$ cat config.mk
export PLATFORM = sky130hd
export DESIGN_NAME = time_scan
export DESIGN_NICKNAME = d
export VERILOG_FILES = /design/src/rtl/time_scan.sv
export SDC_FILE = /design/constraint.sdc
export NUM_CORES = 1
export LEC_CHECK = 0
export ABC_CLOCK_PERIOD_IN_PS = 8250
export CAP_MARGIN = 20
export CORE_MARGIN = 5
export CORE_UTILIZATION = 45
export CTS_BUF_LIST = sky130_fd_sc_hd__clkbuf_16
export DETAILED_ROUTE_END_ITERATION = 10
export PLACE_DENSITY = 0.66
export SLEW_MARGIN = 15
export SYNTH_ARGS = -nofsm -noshare
export SYNTH_HDL_FRONTEND = slang
export SYNTH_SLANG_ARGS = --single-unit
$ cat constraint.sdc
create_clock -name clk -period 8.25 [get_ports clk]
set_clock_uncertainty 0.15 [all_clocks]
set_input_delay 1.65 -clock clk [delete_from_list [all_inputs] [get_ports clk]]
set_output_delay 1.65 -clock clk [all_outputs]
set_load 0.005 [all_outputs]
$ cat src/rtl/time_scan.sv
// time_scan: sweeps three time counters (sec, min, hr) over a shared read bus,
// converts each 6-bit binary value to two BCD digits by repeated subtraction,
// commits all three values atomically, and multiplexes them onto a 6-digit
// 7-segment display.
//
// Ports
//   clk        : system clock, all state updates on posedge
//   clear_n    : synchronous active-low reset
//   databus    : shared counter read bus (driven by the counter whose en bit is high)
//   en         : one-hot counter read enables {hour, minute, second}
//   ss, mm, hh : committed BCD values {tens, units}
//   frame_done : one-cycle pulse in the cycle ss/mm/hh take new values
//   dig_sel    : one-hot digit select, bit0 = ss units ... bit5 = hh tens
//   seg        : active-high segments {g,f,e,d,c,b,a} for the selected digit
module time_scan #(
  parameter int SCAN_PERIOD = 1024,
  parameter int DIG_PERIOD  = 256
) (
  input  logic       clk,
  input  logic       clear_n,
  input  logic [5:0] databus,
  output logic [2:0] en,
  output logic [7:0] ss,
  output logic [7:0] mm,
  output logic [7:0] hh,
  output logic       frame_done,
  output logic [5:0] dig_sel,
  output logic [6:0] seg
);

  localparam logic [15:0] SCAN_LAST = 16'(SCAN_PERIOD - 1);
  localparam logic [15:0] DIG_LAST  = 16'(DIG_PERIOD - 1);

  typedef enum logic [2:0] {IDLE, SELECT, CAPTURE, CONVERT, STORE} state_t;

  function automatic logic [2:0] src_en(input logic [1:0] s);
    case (s)
      2'd0:    src_en = 3'b001;
      2'd1:    src_en = 3'b010;
      2'd2:    src_en = 3'b100;
      default: src_en = 3'b000;
    endcase
  endfunction

  function automatic logic [6:0] seg_dec(input logic [3:0] d);
    case (d)
      4'd0:    seg_dec = 7'h3F;
      4'd1:    seg_dec = 7'h06;
      4'd2:    seg_dec = 7'h5B;
      4'd3:    seg_dec = 7'h4F;
      4'd4:    seg_dec = 7'h66;
      4'd5:    seg_dec = 7'h6D;
      4'd6:    seg_dec = 7'h7D;
      4'd7:    seg_dec = 7'h07;
      4'd8:    seg_dec = 7'h7F;
      4'd9:    seg_dec = 7'h6F;
      default: seg_dec = 7'h00;
    endcase
  endfunction

  // ---------------------------------------------------------------- sweep
  state_t      r_state;
  logic [1:0]  r_src;
  logic [2:0]  r_cvt;
  logic [5:0]  r_work;
  logic [3:0]  r_tens;
  logic [15:0] r_scan;
  logic [2:0]  r_en;
  logic [7:0]  r_sh0, r_sh1;
  logic [7:0]  r_ss, r_mm, r_hh;
  logic        r_frame_done;
  logic [7:0]  w_bcd;

  assign w_bcd = {r_tens, r_work[3:0]};

  always_ff @(posedge clk) begin
    if (!clear_n) r_scan <= '0;
    else          r_scan <= (r_scan == SCAN_LAST) ? '0 : r_scan + 16'd1;
  end

  always_ff @(posedge clk) begin
    if (!clear_n) begin
      r_state      <= IDLE;
      r_src        <= 2'd0;
      r_cvt        <= 3'd0;
      r_work       <= 6'd0;
      r_tens       <= 4'd0;
      r_en         <= 3'b000;
      r_sh0        <= 8'h00;
      r_sh1        <= 8'h00;
      r_ss         <= 8'h00;
      r_mm         <= 8'h00;
      r_hh         <= 8'h00;
      r_frame_done <= 1'b0;
    end else begin
      r_frame_done <= 1'b0;
      case (r_state)
        IDLE: begin
          // a wrap seen while busy is simply missed; the next one starts a sweep
          if (r_scan == '0) begin
            r_en    <= src_en(r_src);
            r_state <= SELECT;
          end
        end
        // bus settle cycle: enable is up but the bus is not trusted yet
        SELECT: r_state <= CAPTURE;
        CAPTURE: begin
          r_work  <= databus;
          r_tens  <= 4'd0;
          r_cvt   <= 3'd0;
          r_en    <= 3'b000;
          r_state <= CONVERT;
        end
        // six conditional subtract-10 steps cover 0..63 (at most six tens)
        CONVERT: begin
          if (r_work >= 6'd10) begin
            r_work <= r_work - 6'd10;
            r_tens <= r_tens + 4'd1;
          end
          r_cvt <= r_cvt + 3'd1;
          if (r_cvt == 3'd5) r_state <= STORE;
        end
        STORE: begin
          if (r_src == 2'd0) r_sh0 <= w_bcd;
          if (r_src == 2'd1) r_sh1 <= w_bcd;
          if (r_src != 2'd2) begin
            r_src   <= r_src + 2'd1;
            r_en    <= src_en(r_src + 2'd1);
            r_state <= SELECT;
          end else begin
            // hour goes straight from the converter to the output: its shadow
            // would be written on this same edge, so it is never kept
            r_ss         <= r_sh0;
            r_mm         <= r_sh1;
            r_hh         <= w_bcd;
            r_frame_done <= 1'b1;
            r_src        <= 2'd0;
            r_state      <= IDLE;
          end
        end
        default: r_state <= IDLE;
      endcase
    end
  end

  // -------------------------------------------------------------- display
  logic [15:0] r_ref;
  logic [5:0]  r_dig;
  logic [6:0]  r_seg;
  logic [5:0]  w_dig_next;
  logic [3:0]  w_nib;

  assign w_dig_next = (r_ref == DIG_LAST) ? {r_dig[4:0], r_dig[5]} : r_dig;

  // seg is decoded from the digit that will be selected next cycle so that
  // seg and dig_sel change together
  always_comb begin
    w_nib = 4'd0;
    if      (w_dig_next[0]) w_nib = r_ss[3:0];
    else if (w_dig_next[1]) w_nib = r_ss[7:4];
    else if (w_dig_next[2]) w_nib = r_mm[3:0];
    else if (w_dig_next[3]) w_nib = r_mm[7:4];
    else if (w_dig_next[4]) w_nib = r_hh[3:0];
    else if (w_dig_next[5]) w_nib = r_hh[7:4];
  end

  always_ff @(posedge clk) begin
    if (!clear_n) begin
      r_ref <= '0;
      r_dig <= 6'b000001;
      r_seg <= 7'h3F;
    end else begin
      r_ref <= (r_ref == DIG_LAST) ? '0 : r_ref + 16'd1;
      r_dig <= w_dig_next;
      r_seg <= seg_dec(w_nib);
    end
  end

  assign en         = r_en;
  assign ss         = r_ss;
  assign mm         = r_mm;
  assign hh         = r_hh;
  assign frame_done = r_frame_done;
  assign dig_sel    = r_dig;
  assign seg        = r_seg;

endmodule

==> results of run 1 <==
-- flip-flops by register name, indices dropped and copies added (netlist names), 4 cells and up --
register / flops
dig_sel: 6
hh: 8
mm: 8
r_ref: 16
r_scan: 16
r_sh0: 8
r_sh1: 8
r_tens: 4
r_work: 6
seg: 7
ss: 8
-- through the flow --
step           std cells  cell area, sq um  hold slack [ns]
6_report             738              5600            0.306
5_1_grt              738              5600            0.326
4_1_cts              737              5580            0.306
3_5_place_dp         721              5310            0.296
3_3_place_gp         721              5310            0.292
2_1_floorplan        562              4750            0.276
-- worst paths after layout --
| kind | start | end | cells past startpoint |
|---|---|---|---|
| max | r_ref[0]$_SDFF_PP0_ | seg[3]$_SDFF_PN1_ | 11 |
| max reg2reg | r_ref[0]$_SDFF_PP0_ | seg[3]$_SDFF_PN1_ | 11 |
| min reg2reg | r_sh1[5]$_SDFFE_PN0P_ | mm[5]$_SDFFE_PN0P_ | 2 |
| min | r_sh1[5]$_SDFFE_PN0P_ | mm[5]$_SDFFE_PN0P_ | 2 |
-- worst max-delay path, stage by stage (launching register included) --
cell and delay (ns):
dfxtp_1 0.37, ha_1 0.22, and4_1 0.28, nand4_4 0.30, mux2_4 0.42, a221o_1 0.28
a221oi_1 0.39, a2bb2oi_2 0.32, inv_1 0.11, ha_1 0.32, mux2i_1 0.14, o21ai_1 0.08
-- final cells by class --
type                       count  area, sq um
fill                         989         4720
multi-input combinational    412         2440
sequential                   107         2140
timing repair buffer          51          515
clock buffer                   9          225
tap                          136          170
inverter                      16         60.1
clock inverter                 7         42.5
-- cell families after synthesis --
family / Yosys count
buf+inv: 43
mux: 19
fa+ha+maj: 13
xor+xnor: 30
simple gates: 236
flops: 107
compound gates: 114
-- synth_stat cells, drive strengths merged, types with 3 or more instances --
| cell type | number | area share |
|---|---|---|
| o21a | 3 | 0.0047 |
| a221o | 3 | 0.0063 |
| inv | 16 | 0.013 |
| ha | 13 | 0.034 |
| buf | 3 | 0.0026 |
| nand2 | 85 | 0.067 |
| a221oi | 3 | 0.0082 |
| nor2 | 73 | 0.058 |
| nand3 | 24 | 0.025 |
| nor2b | 3 | 0.0040 |
| xnor2 | 12 | 0.022 |
| nor3 | 4 | 0.0042 |
| a21oi | 57 | 0.060 |
| nor4 | 4 | 0.012 |
| xor2 | 18 | 0.033 |
| and3 | 12 | 0.016 |
| nor3b | 3 | 0.0047 |
| a31oi | 3 | 0.0040 |
| mux2i | 17 | 0.036 |
| a21o | 6 | 0.0095 |
| nand4 | 7 | 0.012 |
| dfxtp | 107 | 0.45 |
| or3 | 5 | 0.0066 |
| o21ai | 23 | 0.027 |
| clkbuf | 24 | 0.019 |
| nand2b | 7 | 0.0092 |
-- power groups by stage --
stage | logic (mW) | clock network (mW) | registers (mW)
final | 0.0497 | 0.390 | 0.536
after CTS | 0.0487 | 0.400 | 0.535
after global routing | 0.0558 | 0.422 | 0.537
after global placement | 0.0473 | 0 | 0.547
after floorplan | 0.0397 | 0 | 0.542
after detailed placement | 0.0485 | 0 | 0.548
-- per-layer routing --
metal,GRT usage,up-vias,share of wire
met5,0,-,0
met4,0.0385,0,0.0093
met3,0.0380,8,0.037
li1,-,1989,-
met2,0.289,61,0.49
met1,0.219,1790,0.47
==> flow_summary.ini, run 1 <==
[outcome]
status = complete, no violations

[die]
dieArea_sq_mm = 0.0127
num_rows = 37
num_io_pins = 49
start_util = 0.460
chipWidth_um = 113
core_sq_mm = 0.0103
fp.dieH_um = 113

[placement]
gp_congestion = 0.796
place_ws_ns = 4.45
dpl.hpwl_um = 7320
portBuffers = 48

[yosys]
synth_edf_count = 0
ys.flop_type = dfxtp_1
synth.distinct_cells = 52
synth_mux_area_frac = 0.0422
syn_nets = 583
synthXorXnorAreaFrac = 0.0553
ys_seq_area_frac = 0.451
synth_compound_area_frac = 0.150
syn_avg_cell_area_sq_um = 8.45
synthCells = 562
synth_warnings = 0
synthAdderAreaFrac = 0.0343
synth_top_family_by_area = simple AND/OR/NAND/NOR gates
async_flop_share = 0
yosys.area_share.simple = 0.233
ys_ff_latch = 107
netlist_area_sq_mm = 0.00475

[timing]
fmax_ghz = 0.285
max_slew_margin = 0.328
slew_viol_final = 0
fin_ws_ns = 4.74
finalHoldViolations = 0
rsz0062_at_grt = no
finalSetupViolations = 0
min_period_ns = 3.51
tns_ns = 0
tightestPinTransition_ns = 1.00
fin_crit_sh = 0.425

[route]
drt_iter0_drc = 278
vias = 3848
routed_via_density = 5.21
dr.pass1.iters = 5
ant_nets = 0
remaining_drc_errors = 0
wl_per_cell_um = 14.1
finalWirelength_um = 10400

[worst_hold_path]
hp-class = flop to flop

[power_and_ir_drop]
power_frac_comb = 0.051
finalPower_uw = 975
clkPwrFrac = 0.400
switching_share = 0.233
ir_drop_mv = 0.113
power_density_mw_per_mm2 = 174
p_int_uw = 748
pwr-share-seq = 0.549
power_switching_uw = 227
p_leak_nw = 2.05

[clock_network]
cts-buffers-inserted = 9
clockBufferDepth = 2
cts_htree_levels = 3
hold_buffers = 0
post_cts_buffers = 0
clock_latency_ns = 0.34
cts_sinks = 107
clkSlewWorstSetupHoldPaths_ns = 0.07
cts_resized = 0
tritoncts = built
root_buffer = clkbuf_16

[global_routing]
grt_pass1_wl_um = 18000
grt_pass1_vias = 3752
antenna_found_initial = 0
overflow = 0
grt_max_degree = 66
track_usage = 0.169

[layout]
drive_gt1_frac = 0.0548
synthToLayoutAreaGrowth_pct = 17.9
layout_common_cells = 107 x dfxtp_1, 85 x nand2_1, 73 x nor2_1
layout_commonest_cell = dfxtp_1
nets = 618
post-route-util = 0.542
diodes = 0

[worst_setup_path]
cp_max_fo = 19
cp-end-kind = flop
critical_path_arrival_ns = 3.57
startpoint_type = flop
path_class = flop to flop
worstPathRequired_ns = 8.32
ff2ff_setup_slack_ns = 4.74

[job]
max-cap-violations = 0
Power figures use the tool's default switching activity.
==> inputs of run 2 (changes only) <==
--- a/config.mk
+++ b/config.mk
@@ -5,13 +5,13 @@
 export SDC_FILE = /design/constraint.sdc
 export NUM_CORES = 1
 export LEC_CHECK = 0
-export ABC_CLOCK_PERIOD_IN_PS = 8250
+export ABC_CLOCK_PERIOD_IN_PS = 3100
 export CAP_MARGIN = 20
 export CORE_MARGIN = 5
 export CORE_UTILIZATION = 45
 export CTS_BUF_LIST = sky130_fd_sc_hd__clkbuf_16
 export DETAILED_ROUTE_END_ITERATION = 10
-export PLACE_DENSITY = 0.66
+export PLACE_DENSITY = 0.68
 export SLEW_MARGIN = 15
 export SYNTH_ARGS = -nofsm -noshare
 export SYNTH_HDL_FRONTEND = slang
==> constraint.sdc (replaced) <==
create_clock -name clk -period 3.1 [get_ports clk]
set_clock_uncertainty 0.15 [all_clocks]
set_input_delay 0.62 -clock clk [delete_from_list [all_inputs] [get_ports clk]]
set_output_delay 0.62 -clock clk [all_outputs]
set_load 0.005 [all_outputs]
==> run 2 against run 1 <==
Worst setup slack worse by 4.6 ns. Critical path type unchanged. Final cell count rose by 1.6%. Critical path depth shrank 1. Sequential share of layout area fell by 0.55 points. Hold slack got worse by 0.031 ns.
==> flow_summary.ini, run 2 (synthesis results as in run 1) <==
[power_and_ir_drop]
pwr-share-seq = 0.552
power_switching_uw = 598
p_int_mw = 1.99
ir_drop_mv = 0.292
power_frac_comb = 0.053
finalPower_mw = 2.59
p_leak_nw = 2.11
clkPwrFrac = 0.396
power_density_mw_per_mm2 = 454
switching_share = 0.231

[placement]
dpl.hpwl_um = 7630
portBuffers = 48
placed_area_sq_mm = 0.00538
gp_congestion = 0.818

[timing]
slew_viol_final = 0
fmax_ghz = 0.342
fin_crit_sh = 0.944
finalSetupViolations = 0
min_period_ns = 2.93
max_slew_margin = 0.484
rsz0062_at_grt = yes
finalHoldViolations = 0
tightestPinTransition_ns = 0.763

[outcome]
status = complete, no violations

[worst_setup_path]
startpoint_type = flop
slowest_stage = nor4_4
cp-startpoint = r_ref[11]$_SDFF_PP0_
critical_path_arrival_ns = 3.00
ff2ff_setup_slack_ns = 0.17
worstPathRequired_ns = 3.18
cp_max_fo = 6
path_class = flop to flop
cp-end-kind = flop
rr_startpoint = r_ref[11]$_SDFF_PP0_
cpPeakStageDelay_ns = 0.37
crit_chain = nor4_4, nand4_4, mux2_4, a221o_1, a221oi_2, a2bb2oi_2, inv_1, ha_1, mux2i_1, o21ai_1

[die]
fp.dieH_um = 113
num_io_pins = 49
num_rows = 37
dieArea_sq_mm = 0.0127
core_sq_mm = 0.0103
chipWidth_um = 113
start_util = 0.460

[layout]
synthToLayoutAreaGrowth_pct = 20.0
drive_gt1_frac = 0.0863
final_area_sq_mm = 0.00570
diodes = 0
nets = 630
top_regs = r_ref x16, r_scan x16
layout_common_cells = 102 x dfxtp_1, 85 x nand2_1, 73 x nor2_1
n_fill_cell = 956
layout_commonest_cell = dfxtp_1

[clock_network]
clockBufferDepth = 2
cts_htree_levels = 3
hold_buffers = 0
tritoncts = built
root_buffer = clkbuf_16
cts_sinks = 107
clock_latency_ns = 0.34
cts-buffers-inserted = 9
clkSlewWorstSetupHoldPaths_ns = 0.07

[global_routing]
overflow = 0
track_usage = 0.171
grt_pass1_wl_um = 18100
antenna_found_initial = 0
grt_max_degree = 27
grt_pass1_vias = 3715

[route]
finalWirelength_um = 10700
dr.pass1.iters = 4
wl_met1_um = 5040
ant_nets = 0
dr_wl_met2_um = 5210
highest_layer = met4
remaining_drc_errors = 0
wl_per_cell_um = 14.2
routed_via_density = 5.22
drt_iter0_drc = 238
vias = 3918
met3_length_um = 329

[job]
max-cap-violations = 0

[worst_hold_path]
hp-start = r_ref[0]$_SDFF_PP0_
hp-class = flop to flop
run 2: final timing paths:
check                   endpoint  depth (start not counted)
max            seg[3]$_SDFF_PN1_                         10
min          r_ref[0]$_SDFF_PP0_                          1
max reg2reg    seg[3]$_SDFF_PN1_                         10
min reg2reg  r_ref[0]$_SDFF_PP0_                          1
run 2: worst max-delay path, delay by kind of cell, from the launching register on:
family / cells / cell delay, ns
AOI/OAI and AO/OA: 4 / 0.83
and+or+nand+nor: 2 / 0.55
muxes: 2 / 0.52
DFF: 1 / 0.36
adders and majority gates: 1 / 0.31
buffers and inverters: 1 / 0.08
run 2: power groups by stage:
| stage | Clock, mW | Sequential (mW) | Combinational [mW] |
|---|---|---|---|
| 2_1_floorplan | 0 | 1.44 | 0.106 |
| 3_3_place_gp | 0 | 1.46 | 0.134 |
| 3_5_place_dp | 0 | 1.46 | 0.137 |
| 4_1_cts | 1.05 | 1.42 | 0.138 |
| 5_1_grt | 1.11 | 1.43 | 0.156 |
| 6_report | 1.02 | 1.43 | 0.136 |
run 2: area by class of cell:
class | count | area, sq um | share of cell area
repair buffers | 63 | 593 | 0.104
flip-flops and latches | 107 | 2150 | 0.377
clock inverters | 7 | 37.5 | 0.00659
multi-input cells | 412 | 2460 | 0.432
well taps | 136 | 170 | 0.0299
clock buffers | 9 | 225 | 0.0395
inverters | 16 | 60.1 | 0.0105
run 2: per-stage QoR:
stage	setup WS (ns)	instances	TNS, ns	hold slack (ns)	utilization
after global placement	0.145	730	0	0.291	0.521
after detailed placement	0.0767	730	0	0.294	0.521
final	0.174	750	0	0.275	0.552
after floorplan	0.151	562	0	0.276	-
after global routing	-0.0113	750	-0.0113	0.292	0.552
after CTS	0.0283	746	0	0.307	0.546
run 2: timing repair:
action | 4_1_cts | 5_1_grt
endpoints found under the hold margin | 0 | 0
endpoints found under the setup margin | 0 | 6
setup buffers | 0 | 4
resized for setup | 0 | 11
run 2: routing by layer:
layer / vias to the layer above / track usage
li1: 2017 / -
met1: 1834 / 0.226
met2: 59 / 0.290
met3: 8 / 0.0332
met4: 0 / 0.0409
met5: - / 0
